===== config.mk =====
export PLATFORM = sky130hd
export DESIGN_NAME = mem_arbiter
export DESIGN_NICKNAME = d
export VERILOG_FILES = /design/src/rtl/mem_arbiter_pkg.sv /design/src/rtl/mem_arbiter_fifo.sv /design/src/rtl/mem_arbiter.sv
export SDC_FILE = /design/constraint.sdc
export NUM_CORES = 1
export LEC_CHECK = 0
export BUFFER_PORTS_ARGS = -buffer_cell sky130_fd_sc_hd__buf_4
export CORE_MARGIN = 1
export CORE_UTILIZATION = 30
export CTS_BUF_LIST = sky130_fd_sc_hd__clkbuf_2
export CTS_CLUSTER_DIAMETER = 50
export DETAILED_ROUTE_END_ITERATION = 12
export GPL_ROUTABILITY_DRIVEN = 0
export GPL_TIMING_DRIVEN = 0
export PLACE_DENSITY = 0.65
export REMOVE_ABC_BUFFERS = 1
export SYNTH_ARGS = -nofsm -noshare
export SYNTH_HDL_FRONTEND = slang
export SYNTH_SLANG_ARGS = --single-unit
export TNS_END_PERCENT = 1

===== constraint.sdc =====
create_clock -name clk -period 4.64 [get_ports clk]
set_input_delay 0.232 -clock clk [delete_from_list [all_inputs] [get_ports clk]]
set_output_delay 0.232 -clock clk [all_outputs]
set_load 0.05 [all_outputs]

===== src/rtl/mem_arbiter_pkg.sv =====
// Shared types for the two-port SDRAM arbiter: FSM state, owner id and read-tracking entry.
package mem_arbiter_pkg;

    // Tracking entries are sized for the widest burst counter this codebase uses.
    localparam int CNT_W = 16;

    typedef enum logic {
        IDLE     = 1'b0,
        WR_BURST = 1'b1
    } state_t;

    typedef logic owner_t;

    typedef struct packed {
        owner_t           id;
        logic [CNT_W-1:0] count;
    } track_t;

    // A zero burst count still moves one beat.
    function automatic logic [CNT_W-1:0] burst_beats(input logic [CNT_W-1:0] bc);
        return (bc == '0) ? CNT_W'(1) : bc;
    endfunction

endpackage


===== src/rtl/mem_arbiter_fifo.sv =====
// Read-burst tracking FIFO: holds {owner, beats remaining}; the head counts down per returned
// beat and pops on its last beat.
module mem_arbiter_fifo
    import mem_arbiter_pkg::*;
#(
    parameter int DEPTH = 4
) (
    input  logic   clk,
    input  logic   rest,
    input  logic   push,
    input  track_t push_entry,
    input  logic   beat,
    output track_t head,
    output logic   full,
    output logic   empty
);

    localparam int PW = (DEPTH > 1) ? $clog2(DEPTH) : 1;

    track_t        mem [DEPTH];
    logic [PW-1:0] wr_ptr;
    logic [PW-1:0] rd_ptr;
    logic [PW:0]   used;
    logic          do_push;
    logic          do_beat;
    logic          pop;

    assign head    = mem[rd_ptr];
    assign empty   = (used == '0);
    assign full    = (used == (PW+1)'(DEPTH));
    // full is the registered flag, so a full FIFO that pops this cycle still refuses a push
    assign do_push = push && !full;
    assign do_beat = beat && !empty;
    assign pop     = do_beat && (mem[rd_ptr].count == CNT_W'(1));

    always_ff @(posedge clk or posedge rest) begin
        if (rest) begin
            wr_ptr <= '0;
            rd_ptr <= '0;
            used   <= '0;
            for (int i = 0; i < DEPTH; i++) mem[i] <= '0;
        end else begin
            if (do_push) begin
                mem[wr_ptr] <= push_entry;
                wr_ptr      <= wr_ptr + PW'(1);
            end
            if (pop)
                rd_ptr <= rd_ptr + PW'(1);
            else if (do_beat)
                mem[rd_ptr].count <= mem[rd_ptr].count - CNT_W'(1);
            case ({do_push, pop})
                2'b10:   used <= used + (PW+1)'(1);
                2'b01:   used <= used - (PW+1)'(1);
                default: used <= used;
            endcase
        end
    end

endmodule


===== src/rtl/mem_arbiter.sv =====
// Two-port (dcache s0, icache s1) arbiter onto one SDRAM master port with zero-latency command
// muxing and in-order read return routing. Define MEM_ARBITER_RR_EN for round-robin ties.
module mem_arbiter
    import mem_arbiter_pkg::*;
#(
    parameter int BURST_W     = 8,
    parameter int OUTSTANDING = 4
) (
    input  logic               clk,
    input  logic               rest,

    input  logic [31:0]        s0_address,
    input  logic [3:0]         s0_byteEnable,
    input  logic               s0_read,
    input  logic               s0_write,
    input  logic [31:0]        s0_writeData,
    input  logic               s0_beginBurstTransfer,
    input  logic [BURST_W-1:0] s0_burstCount,
    output logic [31:0]        s0_readData,
    output logic               s0_readDataValid,
    output logic               s0_waitRequest,

    input  logic [31:0]        s1_address,
    input  logic [3:0]         s1_byteEnable,
    input  logic               s1_read,
    input  logic               s1_write,
    input  logic [31:0]        s1_writeData,
    input  logic               s1_beginBurstTransfer,
    input  logic [BURST_W-1:0] s1_burstCount,
    output logic [31:0]        s1_readData,
    output logic               s1_readDataValid,
    output logic               s1_waitRequest,

    output logic [31:0]        m0_address,
    output logic [3:0]         m0_byteEnable,
    output logic               m0_read,
    output logic               m0_write,
    output logic [31:0]        m0_writeData,
    output logic               m0_beginBurstTransfer,
    output logic [BURST_W-1:0] m0_burstCount,
    input  logic [31:0]        m0_readData,
    input  logic               m0_readDataValid,
    input  logic               m0_waitRequest,

    output logic               err_stray
);

    state_t             state;
    owner_t             owner;
    owner_t             sel;
    owner_t             tie_win;
    logic [BURST_W-1:0] beat_cnt;
    logic               req0, req1;
    logic               sel_read, sel_write, sel_begin;
    logic [BURST_W-1:0] sel_bc;
    logic               rd_acc, wr_acc;
    logic               fifo_full, fifo_empty;
    track_t             head, push_entry;

    assign req0 = s0_read | s0_write;
    assign req1 = s1_read | s1_write;

`ifdef MEM_ARBITER_RR_EN
    // Reset value lets s0 take the first tie after reset.
    owner_t last_grant;
    always_ff @(posedge clk or posedge rest) begin
        if (rest)
            last_grant <= 1'b1;
        else if (rd_acc || wr_acc)
            last_grant <= sel;
    end
    assign tie_win = ~last_grant;
`else
    assign tie_win = 1'b0;
`endif

    // IDLE picks combinationally so the command reaches m0 in the same cycle; WR_BURST is locked.
    always_comb begin
        sel = owner;
        if (state == IDLE) begin
            if (req0 && req1) sel = tie_win;
            else if (req1)    sel = 1'b1;
            else if (req0)    sel = 1'b0;
        end
    end

    assign sel_read  = sel ? s1_read  : s0_read;
    assign sel_write = sel ? s1_write : s0_write;
    assign sel_begin = sel ? s1_beginBurstTransfer : s0_beginBurstTransfer;
    assign sel_bc    = sel ? s1_burstCount : s0_burstCount;

    assign m0_address    = sel ? s1_address    : s0_address;
    assign m0_byteEnable = sel ? s1_byteEnable : s0_byteEnable;
    assign m0_writeData  = sel ? s1_writeData  : s0_writeData;
    assign m0_burstCount = sel_bc;
    // Reads are held off the bus while every tracking slot is taken.
    assign m0_read       = !rest && sel_read && !fifo_full;
    assign m0_write      = !rest && sel_write;
    assign m0_beginBurstTransfer = sel_begin && (m0_read || m0_write);

    assign rd_acc = m0_read  && !m0_waitRequest;
    assign wr_acc = m0_write && !m0_waitRequest;

    assign s0_waitRequest = rest || sel || m0_waitRequest || (s0_read && fifo_full);
    assign s1_waitRequest = rest || !sel || m0_waitRequest || (s1_read && fifo_full);

    always_ff @(posedge clk or posedge rest) begin
        if (rest) begin
            state    <= IDLE;
            owner    <= 1'b0;
            beat_cnt <= '0;
        end else begin
            case (state)
                IDLE: begin
                    if (req0 || req1) owner <= sel;
                    if (wr_acc && (sel_bc > BURST_W'(1))) begin
                        state    <= WR_BURST;
                        beat_cnt <= sel_bc - BURST_W'(1);
                    end
                end
                WR_BURST: begin
                    if (wr_acc) begin
                        beat_cnt <= beat_cnt - BURST_W'(1);
                        if (beat_cnt == BURST_W'(1)) state <= IDLE;
                    end
                end
                default: state <= IDLE;
            endcase
        end
    end

    assign push_entry.id    = sel;
    assign push_entry.count = burst_beats(CNT_W'(sel_bc));

    mem_arbiter_fifo #(
        .DEPTH (OUTSTANDING)
    ) u_fifo (
        .clk        (clk),
        .rest       (rest),
        .push       (rd_acc),
        .push_entry (push_entry),
        .beat       (m0_readDataValid),
        .head       (head),
        .full       (fifo_full),
        .empty      (fifo_empty)
    );

    // Return path is a pure fan-out plus a head-id decode; beats with nothing tracked are flagged.
    assign s0_readData      = m0_readData;
    assign s1_readData      = m0_readData;
    assign s0_readDataValid = !rest && m0_readDataValid && !fifo_empty && (head.id == 1'b0);
    assign s1_readDataValid = !rest && m0_readDataValid && !fifo_empty && (head.id == 1'b1);
    assign err_stray        = !rest && m0_readDataValid && fifo_empty;

endmodule

# ---- Word-level counts from Yosys, hierarchy flattened
# Index checks and enable logic that the tools add are counted.
dict set report totals {
  register_bits 85
  inputBits 194
  output_inout_bits 148
  elab_cells 109
}
dict set report classes {
  add_sub_neg 7
  n_lt_le_gt_ge 5
  n_eq_ne 7
  muxes 32
  n_bitwise 6
  n_reduce_logical 38
}
# operator count
set op_table {}
lappend op_table {{68-bit two-way mux} 3}
lappend op_table {{68-bit bitwise mux} 2}
lappend op_table {{17-bit demux with 2-bit select} 2}
lappend op_table {{32-bit two-way mux} 2}
lappend op_table {{17-bit two-way mux} 3}
lappend op_table {{17-bit binary-select mux with 2-bit select} 1}
lappend op_table {{8-bit two-way mux} 4}
lappend op_table {{1-bit logical AND} 20}
lappend op_table {{16-bit by 1-bit == test with 1-bit output, second input constant} 1}
lappend op_table {{16-bit two-way mux} 1}
lappend op_table {{8-bit one-hot mux with 2 select lines} 1}
lappend op_table {{16-bit by 1-bit subtractor with 16-bit output, second input constant} 1}
lappend op_table {{8-bit by 1-bit subtractor with 8-bit output, second input constant} 2}
lappend op_table {{1-bit two-way mux} 10}
lappend op_table {{8-bit by 1-bit == test with 1-bit output, second input constant} 1}
lappend op_table {{8-bit by 1-bit greater-than comparator with 1-bit output, second input constant} 1}
lappend op_table {{8-bit logical NOT} 1}
lappend op_table {{1-bit logical OR} 8}
lappend op_table {{3-bit >= comparator, second input constant} 2}
lappend op_table {{3-bit by 1-bit less-than comparator with 1-bit output, second input constant} 2}
lappend op_table {{2-bit NOT with 3-bit output} 2}
lappend op_table {{3-bit one-hot mux with 2 select lines} 1}
lappend op_table {{1-bit logical NOT} 5}
lappend op_table {{2-bit by 1-bit adder with 2-bit output, second input constant} 2}
lappend op_table {{13 further kinds} 17}

# ---- Logic depth before layout (Yosys ltp)
# Gate-level depths: netlist (run 1).
dict set report logic_depth {
  word_depth 14
  mapped_depth 14
  depth_no_buf 12
}

# ---- Hierarchy
# From an unflattened synthesis (run 1), not the netlist that was laid out.
dict set report unflattened {
  hier_cells 798
  hier_area_um2 7038.0
}
# module n_inst cells_per_inst area_per_inst_um2 seq_area_each_um2
set by_module_without_submodules {}
lappend by_module_without_submodules {mem_arbiter_fifo 1 339 4414.2 1876.8}
lappend by_module_without_submodules {mem_arbiter 1 459 2623.8 250.2}

# ---- Least setup slack after synthesis (run 1)
# OpenSTA, ideal clock, no wires.
dict set report synth_path {
  kind {flip-flop to flip-flop}
  from {reg u_fifo.rd_ptr[1]}
  to {reg u_fifo.used[2]}
  setup_ns 0.079
  arrival_time_ns 3.553
  required_time_ns 4.561
  path_slack_ns 1.008
  path_stages_with_launch 15
  n_path_buf 2
  synth_period_minus_slack_ns 3.632
  cell_sequence {dfrtp_1 -> clkbuf_1 -> clkbuf_1 -> mux4_2 -> inv_1 -> ha_1 -> o311ai_0 -> or4_1 -> nor4_4 -> ha_1 -> inv_1 -> fa_1 -> xor2_1 -> nor2_1 -> xor2_1}
}
dict set report synth_between {
  elab_chain_len 8
  word_cells_on_any_way 10
  cone_classes {eq/ne: 3; mux: 4; bitwise: 1; reduce/logical: 2}
}
# element line_no
set synth_rtl {}
lappend synth_rtl {{start: declaration} mem_arbiter_fifo.sv:22} ;# logic [PW-1:0] rd_ptr;
lappend synth_rtl {{start signal: assignment} mem_arbiter_fifo.sv:48} ;# rd_ptr <= rd_ptr + PW'(1);
lappend synth_rtl {{2-bit NOT with 3-bit output (not written as such) (*)} mem_arbiter_fifo.sv:34} ;# assign pop = do_beat && (mem[rd_ptr].count == CNT_W'(1));
lappend synth_rtl {{17-bit binary-select mux with 2-bit select (*)} mem_arbiter_fifo.sv:34}
lappend synth_rtl {{17-bit two-way mux (not written as such) (*) (2 in series)} mem_arbiter_fifo.sv:34}
lappend synth_rtl {{16-bit by 1-bit == test with 1-bit output (*)} mem_arbiter_fifo.sv:34}
lappend synth_rtl {{1-bit logical AND (*)} mem_arbiter_fifo.sv:34}
lappend synth_rtl {{named net u_fifo.pop} mem_arbiter_fifo.sv:26} ;# logic pop;
lappend synth_rtl {{2-bit by 1-bit == test with 1-bit output / 2-bit == test (equally long branches)} mem_arbiter_fifo.sv:51} ;# case ({do_push, pop})
lappend synth_rtl {{3-bit one-hot mux with 2 select lines / 2-bit nonzero test (equally long branches)} -}
lappend synth_rtl {{end signal: assignment} mem_arbiter_fifo.sv:52} ;# 2'b10: used <= used + (PW+1)'(1);
lappend synth_rtl {{end signal: assignment} mem_arbiter_fifo.sv:53} ;# 2'b01: used <= used - (PW+1)'(1);
lappend synth_rtl {{end signal: assignment} mem_arbiter_fifo.sv:54} ;# default: used <= used;
lappend synth_rtl {{end: declaration} mem_arbiter_fifo.sv:23} ;# logic [PW:0] used;
# The timed path passes the listed nets; every way through them passes the cells marked *. The select of a mux whose other input is x is not followed.
# A chain may end at the register's enable or synchronous reset.

# ---- Final worst setup path (run 1)
# Ends and elaborated chain as after synthesis.

==> qor_table.md, run 1 <==
| Metric | Value |
|---|---|
| Number of cell instances on the worst register-to-register path | 12 |
| Aggregate global-route resource usage | 27.5% |
| Kind of end point of the critical path | flop |
| Post-synthesis async set-or-reset flop share | 100% |
| Power density over cell area | 694 nW/um^2 |
| Synthesized area | 6570 sq um |
| Internal power | 2.46 mW |
| Max Cap Viol | 0 |
| Die Wd | 150 um |
| Standby leakage power | 4.26 nW |
| Crit path time final | 4.08 ns |
| Share of final-layout standard cells stronger than drive strength 1 | 32.1% |
| Final hold vios | 0 |
| Launch point of the worst reg-to-reg path | u_fifo.rd_ptr[1]$_DFFE_PP0P_ |
| Average instance area after synthesis | 8.60 sq um |
| DRC | 0 |
| Clock tree root driver cell | sky130_fd_sc_hd__clkbuf_2 |
| Post-DP HPWL | 25200 um |
| Max FO, Critical Path | 21 |
| Later-pin clock latency in the skew report | 0.56 ns |
| Post-Route Hold Slack | 0.177 ns |
| Number of antenna violations at the first check in global routing | 3 |
| Starting density of the core | 30.9% |
| Worst ir drop on vdd | 220 uV |
| Internal reg-to-reg setup slack | 0.56 ns |
| Most used flip-flop cell after synthesis | sky130_fd_sc_hd__dfrtp_1 |
| Setup skew after layout | 0.0204 ns |
| Longest Clk Path Bufs | 2 |
| Clock share of power | 6.7% |
| Yosys warns | 0 |
| Crit start category | flop |
| Fillcell total | 2173 |
| Final setup margin | 0.565 ns |
| Routed WL per cell | 25.6 um |
| Most frequent cells in the layout | sky130_fd_sc_hd__nand2_1 (262), sky130_fd_sc_hd__buf_4 (245), sky130_fd_sc_hd__mux2i_1 (103), sky130_fd_sc_hd__dfrtp_1 (85), sky130_fd_sc_hd__nor2_1 (25) |
| DP Worst Slack | 0.167 ns |
| Starting DRT DRC Count | 439 |
| Wire length of the first global-routing pass | 42600 um |
| Worst slew margin relative to its limit | 11.2% |
| Number of buffers added on ports | 245 |
| Hold buffer count at CTS | 1 |
| Number of global-route vias before repair | 5991 |
| Number of cells on the worst hold path | 4 |
| Highest achievable clock rate | 245 MHz |
| Sequential fraction of design power | 20.5% |
| Required arrival time at the worst endpoint | 5.14 ns |
| Endpoint of the worst-slack reg-to-reg timing path | u_fifo.used[2]$_DFFE_PP0P_ |
| Std cell rows | 53 |
| Clock buffers created by TritonCTS | 9 |
| Detailed-router iteration count before antenna repair | 5 |
| RSZ-0062 raised after global routing | false |
| Critical path cell sequence | mux4_2, inv_1, ha_1, o311ai_0, or4_1, nor4_4, ha_1, inv_1, fa_1, xor2_1, nor2_1, xor2_1 |
| Seq/Total Area, Yosys | 32.4% |
| Net switching fraction of the power | 57.3% |
| Number of setup violations in the final report | 0 |
| Count of final max-slew check failures | 0 |
| Number of different library cells in the post-synthesis netlist | 45 |
| Worst hold start | s1_burstCount[0] |
| Count of mapped cells out of synthesis | 763 |
| Switch Pwr | 3.29 mW |
| Leading cell type in the layout, fill and taps excluded | sky130_fd_sc_hd__nand2_1 |
| Pin count of the biggest net entering global routing | 72 |
| Number of synthesized register bits | 85 |
| Setup fix buffers added after clock tree synthesis | 0 |
| Library cell contributing the largest single delay on the critical path | sky130_fd_sc_hd__dfrtp_1 |
| Worst-path clk slew | 0.23 ns |
| Wirelength, routed | 30900 um |
| CTS sink count | 85 |
| Area overhead of the layout relative to synthesis | 26.3% |
| Worst Hold Endpoint | beat_cnt[0]$_DFFE_PP0P_ |
| Pin slew with the least headroom to its limit | 1.33 ns |
| Crit path max-delay family | flip-flops |
| Die Y-Extent | 150 um |
| Clock tree from TritonCTS | done |
| Final worst path period share | 87.8% |
| Critical Path Max Stage Delay | 1.09 ns |
| Number of ports placed on the die boundary | 342 |
| Residual antenna-violating net count after detailed routing | 0 |
| Count of flip-flops with a built-in enable after synthesis | 0 |
| Via density per instance | 5.12 |
| Status | finished, final reports clean |
| Critical path start-end classification | flop to flop |
| Placeable core region | 21200 sq um |
| Number of buffer and inverter stages on the critical path | 2 |
| Total power after layout | 5.75 mW |
| Grt ovf | 0 |
| Total via count in the routed design | 6180 |
| Total Nets Final | 1134 |
| Resize count post-CTS | 0 |
| Combinational Power Share | 72.8% |
| Die Outline Area | 22500 sq um |
| CP arrival | 4.58 ns |
| Worst hold-check path type | input port to flop |
| H-tree lvl count | 3 |
through the flow:
| step | setup TNS, ns | util, % | instance area, sq um | cells |
|---|---|---|---|---|
| finish | 0 | 39.1 | 8290 | 1207 |
| global route | 0 | 39.1 | 8290 | 1207 |
| CTS | 0 | 38.9 | 8260 | 1203 |
| detailed placement | 0 | 38.4 | 8140 | 1186 |
| global placement | -433.32 | 38.0 | 8060 | 1183 |
| floorplan | -140.79 | - | 5870 | 663 |
how the worst max path moves through the flow:
stage	to	cells past startpoint	start	slack [ns]
3_5_place_dp	u_fifo.used[2]$_DFFE_PP0P_	12	u_fifo.rd_ptr[0]$_DFFE_PP0P_	0.17
6_report	u_fifo.used[2]$_DFFE_PP0P_	12	u_fifo.rd_ptr[1]$_DFFE_PP0P_	0.56
4_1_cts	u_fifo.used[2]$_DFFE_PP0P_	12	u_fifo.rd_ptr[0]$_DFFE_PP0P_	0.12
5_1_grt	u_fifo.used[2]$_DFFE_PP0P_	12	u_fifo.rd_ptr[1]$_DFFE_PP0P_	0.32
2_1_floorplan	s1_waitRequest	4	state$_DFF_PP0_	-1.71
3_3_place_gp	m0_byteEnable[1]	6	state$_DFF_PP0_	-4.51
logic make-up after synthesis:
family | synth area share [%]
and+or+nand+nor | 21.4
muxes | 22.9
buffers and inverters | 11.6
DFF | 32.4
AOI/OAI and AO/OA | 5.03
xor gates and xnor gates | 3.47
adders and majority gates | 3.16
metal layers:
metal  part of all wire [%]  GRT usage, %  wire length (um)  vias to the layer above
li1                       -             -                 -                     2817
met1                     39          32.7             12000                     2916
met2                     44          42.4             13600                      424
met3                     15          15.0              4530                       23
met4                    2.4          7.68               736                        0
met5                      0          1.36                 0                        -
cell type report:
type / instances / area (sq um) / share of cell area, %
repair buffers: 250 / 1940 / 23.5
multi-input cells: 559 / 3690 / 44.5
well taps: 275 / 344 / 4.15
clock buffers: 11 / 55.1 / 0.664
diodes: 3 / 7.51 / 0.0906
clock inverters: 5 / 51.3 / 0.619
flip-flops and latches: 85 / 2130 / 25.7
inverters: 19 / 73.8 / 0.890
state kept, by name, indices dropped and copies added (netlist names), named ones only:
signal	flops
u_fifo.wr_ptr	2
u_fifo.used	3
u_fifo.rd_ptr	2
owner	1
state	1
beat_cnt	8
u_fifo.mem	64
worst reg2reg max path: cells and delay by family, from the launching register on:
kind | cells | cell delay [ns]
compound gates | 1 | 0.18
xor+xnor | 2 | 0.30
fa+ha+maj | 3 | 0.88
buf+inv | 2 | 0.16
flops | 1 | 1.09
mux | 1 | 0.44
simple gates | 3 | 0.98
power by group through the flow:
stage	logic [mW]	clock network (mW)	registers, mW
floorplan	2.97	0	1.13
global placement	4.19	0	1.18
detailed placement	4.18	0	1.19
CTS	4.19	0.395	1.17
global route	4.45	0.430	1.21
finish	4.18	0.387	1.18
Yosys cell counts, types with 4 or more instances:
cell                       count  area share (%)
sky130_fd_sc_hd__mux2i_1     103              16
sky130_fd_sc_hd__nor3b_1       5            0.57
sky130_fd_sc_hd__inv_1        16            0.91
sky130_fd_sc_hd__nand2_1     262              15
sky130_fd_sc_hd__xnor2_1      14             1.9
sky130_fd_sc_hd__a21oi_1      15             1.1
sky130_fd_sc_hd__mux4_2       17             5.8
sky130_fd_sc_hd__and3_1        6            0.57
sky130_fd_sc_hd__nor3_1        9            0.69
sky130_fd_sc_hd__xor2_1       12             1.6
sky130_fd_sc_hd__o21ai_0       8            0.61
sky130_fd_sc_hd__buf_6        10             1.7
sky130_fd_sc_hd__clkbuf_1     25             1.4
sky130_fd_sc_hd__ha_1         15             2.9
sky130_fd_sc_hd__o22ai_1       5            0.48
sky130_fd_sc_hd__buf_4        64             7.3
sky130_fd_sc_hd__nor4_1        4            0.38
sky130_fd_sc_hd__mux2_2        7             1.2
sky130_fd_sc_hd__nor2_1       25             1.4
sky130_fd_sc_hd__o21ai_1      10            0.76
sky130_fd_sc_hd__and2_1        7            0.67
sky130_fd_sc_hd__dfrtp_1      85              32
Note: power is estimated with default switching activity, not from simulation.
==> inputs of run 2 (changes only) <==
- CORE_AREA: default -> 2 2 133 135
- CORE_MARGIN: 1 -> default
- CORE_UTILIZATION: 30 -> default
- DIE_AREA: default -> 0 0 135 137
- PLACE_DENSITY: 0.65 -> 0.78
==> run 2 against run 1 <==
Against the previous run: power grew 1.5%; combinational power about the same; non-clock buffer count down 1; via count is 3.6% higher; clock power increased by 18%; global-route usage increased by 7.7 points; register-to-register slack better by 0.02 ns; largest power group unchanged.
==> qor_table.md, run 2 (same netlist as run 1, synthesis figures left out) <==
| Metric | Value |
|---|---|
| Status | finished, final reports clean |
| Max Cap Viol | 0 |
| Setup skew after layout | 0.0291 ns |
| Clock buffers created by TritonCTS | 9 |
| Worst ir drop on vdd | 457 uV |
| Die Outline Area | 18500 sq um |
| Switch Pwr | 3.33 mW |
| Leading cell type in the layout, fill and taps excluded | sky130_fd_sc_hd__nand2_1 |
| Residual antenna-violating net count after detailed routing | 0 |
| Starting DRT DRC Count | 531 |
| Share of final-layout standard cells stronger than drive strength 1 | 32.3% |
| Worst hold-check path type | input port to flop |
| Wire length of the first global-routing pass | 44300 um |
| Number of global-route vias before repair | 6079 |
| Crit start category | flop |
| Internal power | 2.51 mW |
| DRC | 0 |
| Highest achievable clock rate | 246 MHz |
| Final hold vios | 0 |
| Kind of end point of the critical path | flop |
| Standby leakage power | 4.25 nW |
| CTS sink count | 85 |
| Total Nets Final | 1133 |
| Setup fix buffers added after clock tree synthesis | 0 |
| Via density per instance | 5.50 |
| Number of setup violations in the final report | 0 |
| Count of final max-slew check failures | 0 |
| Detailed-router iteration count before antenna repair | 6 |
| DP Worst Slack | 0.250 ns |
| Most frequent cells in the layout | sky130_fd_sc_hd__nand2_1 (262), sky130_fd_sc_hd__buf_4 (245), sky130_fd_sc_hd__mux2i_1 (103), sky130_fd_sc_hd__dfrtp_1 (84), sky130_fd_sc_hd__nor2_1 (25) |
| Later-pin clock latency in the skew report | 0.58 ns |
| Flip-flop count of the largest register after layout | 64 |
| Register ranked first by flip-flop count | u_fifo.mem |
| Routed WL per cell | 28.1 um |
| Required arrival time at the worst endpoint | 5.15 ns |
| Die Y-Extent | 137 um |
| Final setup margin | 0.580 ns |
| Pin slew with the least headroom to its limit | 1.31 ns |
| Registers with the most flip-flops | u_fifo.mem (64), beat_cnt (8), u_fifo.used (3) |
| CP arrival | 4.57 ns |
| Pin count of the biggest net entering global routing | 72 |
| Placeable core region | 17100 sq um |
| Clock share of power | 7.8% |
| H-tree lvl count | 3 |
| Number of buffers added on ports | 245 |
| Sequential fraction of design power | 20.3% |
| Total via count in the routed design | 6400 |
| Aggregate global-route resource usage | 35.2% |
| Wirelength, routed | 32700 um |
| Std cell rows | 48 |
| RSZ-0062 raised after global routing | false |
| Starting density of the core | 38.5% |
| Max FO, Critical Path | 20 |
| Number of antenna violations at the first check in global routing | 15 |
| Longest Clk Path Bufs | 2 |
| Die Wd | 135 um |
| Net switching fraction of the power | 57.0% |
| Worst-path clk slew | 0.24 ns |
| Clock tree from TritonCTS | done |
| Power density over cell area | 707 nW/um^2 |
| Clock tree root driver cell | sky130_fd_sc_hd__clkbuf_2 |
| Critical path start-end classification | flop to flop |
| Final TNS setup | 0 ns |
| Area overhead of the layout relative to synthesis | 25.7% |
| Grt ovf | 0 |
| Worst slew margin relative to its limit | 12.7% |
| Number of ports placed on the die boundary | 342 |
| Post-DP HPWL | 27200 um |
| Final worst path period share | 87.5% |
| Crit path time final | 4.06 ns |
| Combinational Power Share | 71.9% |
-- run 2: cell types whose count changed in the layout (fill, tap and decap cells not counted) --
cell and change:
sky130_fd_sc_hd__dfrtp_2 +1, sky130_fd_sc_hd__inv_6 +1, sky130_fd_sc_hd__diode_2 +7, sky130_fd_sc_hd__bufinv_16 +1
sky130_fd_sc_hd__dfrtp_1 -1, sky130_fd_sc_hd__buf_16 -1, sky130_fd_sc_hd__clkbuf_2 -2, sky130_fd_sc_hd__clkinv_1 -2
sky130_fd_sc_hd__clkinvlp_4 +2
-- run 2: cell type report --
| type | instances | area [sq um] |
|---|---|---|
| fillers | 1668 | 8800 |
| multi-input cells | 559 | 3690 |
| flip-flops and latches | 85 | 2130 |
| repair buffers | 249 | 1920 |
| well taps | 225 | 282 |
| clock inverters | 7 | 97.6 |
| inverters | 19 | 73.8 |
| clock buffers | 9 | 45.0 |
| diodes | 10 | 25.0 |
-- run 2: what timing repair did --
item,in CTS,in global routing
hold endpoints to repair,25,0
gates resized for setup,0,1
endpoints found under the setup margin,0,1
hold buffers,1,0
-- run 2: metal layers --
metal	vias to the layer above	track usage [%]	part of all wire, %
met5	-	1.94	0.17
met4	10	17.2	4.5
met3	65	29.4	21
met2	521	52.2	43
met1	2981	34.8	32
li1	2823	-	-
-- run 2: power groups by stage --
| stage | sequential, mW | combinational (mW) | clock [mW] |
|---|---|---|---|
| 2_1_floorplan | 1.13 | 2.97 | 0 |
| 3_3_place_gp | 1.18 | 4.14 | 0 |
| 3_5_place_dp | 1.19 | 4.17 | 0 |
| 4_1_cts | 1.18 | 4.18 | 0.458 |
| 5_1_grt | 1.21 | 4.45 | 0.492 |
| 6_report | 1.19 | 4.20 | 0.455 |
-- run 2: final timing paths --
| path | from | to | slack (ns) | depth (start not counted) |
|---|---|---|---|---|
| max | u_fifo.rd_ptr[0]$_DFFE_PP0P_ | u_fifo.used[2]$_DFFE_PP0P_ | 0.58 | 12 |
| min | s0_burstCount[0] | beat_cnt[0]$_DFFE_PP0P_ | 0.18 | 4 |
| max reg2reg | u_fifo.rd_ptr[0]$_DFFE_PP0P_ | u_fifo.used[2]$_DFFE_PP0P_ | 0.58 | 12 |
| min reg2reg | flop | flop | 0.53 | 2 |
| max in group asynchronous | rest | u_fifo.mem[26]$_DFF_PP0_ | 3.79 | 4 |
| min in group asynchronous | rest | u_fifo.used[0]$_DFFE_PP0P_ | 0.23 | 3 |
-- run 2: critical path: stages (launching register included) --
cell and delay [ns]:
sky130_fd_sc_hd__dfrtp_2 0.87, sky130_fd_sc_hd__mux4_2 0.60, sky130_fd_sc_hd__inv_1 0.09, sky130_fd_sc_hd__ha_1 0.19
sky130_fd_sc_hd__o311ai_0 0.19, sky130_fd_sc_hd__or4_1 0.48, sky130_fd_sc_hd__nor4_4 0.38, sky130_fd_sc_hd__ha_1 0.26
sky130_fd_sc_hd__inv_1 0.07, sky130_fd_sc_hd__fa_1 0.43, sky130_fd_sc_hd__xor2_1 0.15, sky130_fd_sc_hd__nor2_1 0.12
sky130_fd_sc_hd__xor2_1 0.15
-- run 2: per-stage QoR --
step | instance area [sq um] | util, % | hold slack [ns] | total power, mW | instances
4_1_cts | 8230 | 48.2 | 0.135 | 5.81 | 1153
6_report | 8260 | 48.4 | 0.176 | 5.84 | 1163
5_1_grt | 8250 | 48.4 | 0.176 | 6.16 | 1160
3_5_place_dp | 8080 | 47.4 | 0.296 | 5.36 | 1136
2_1_floorplan | 5870 | - | 0.450 | 4.10 | 663
3_3_place_gp | 8000 | 46.9 | 0.465 | 5.32 | 1133
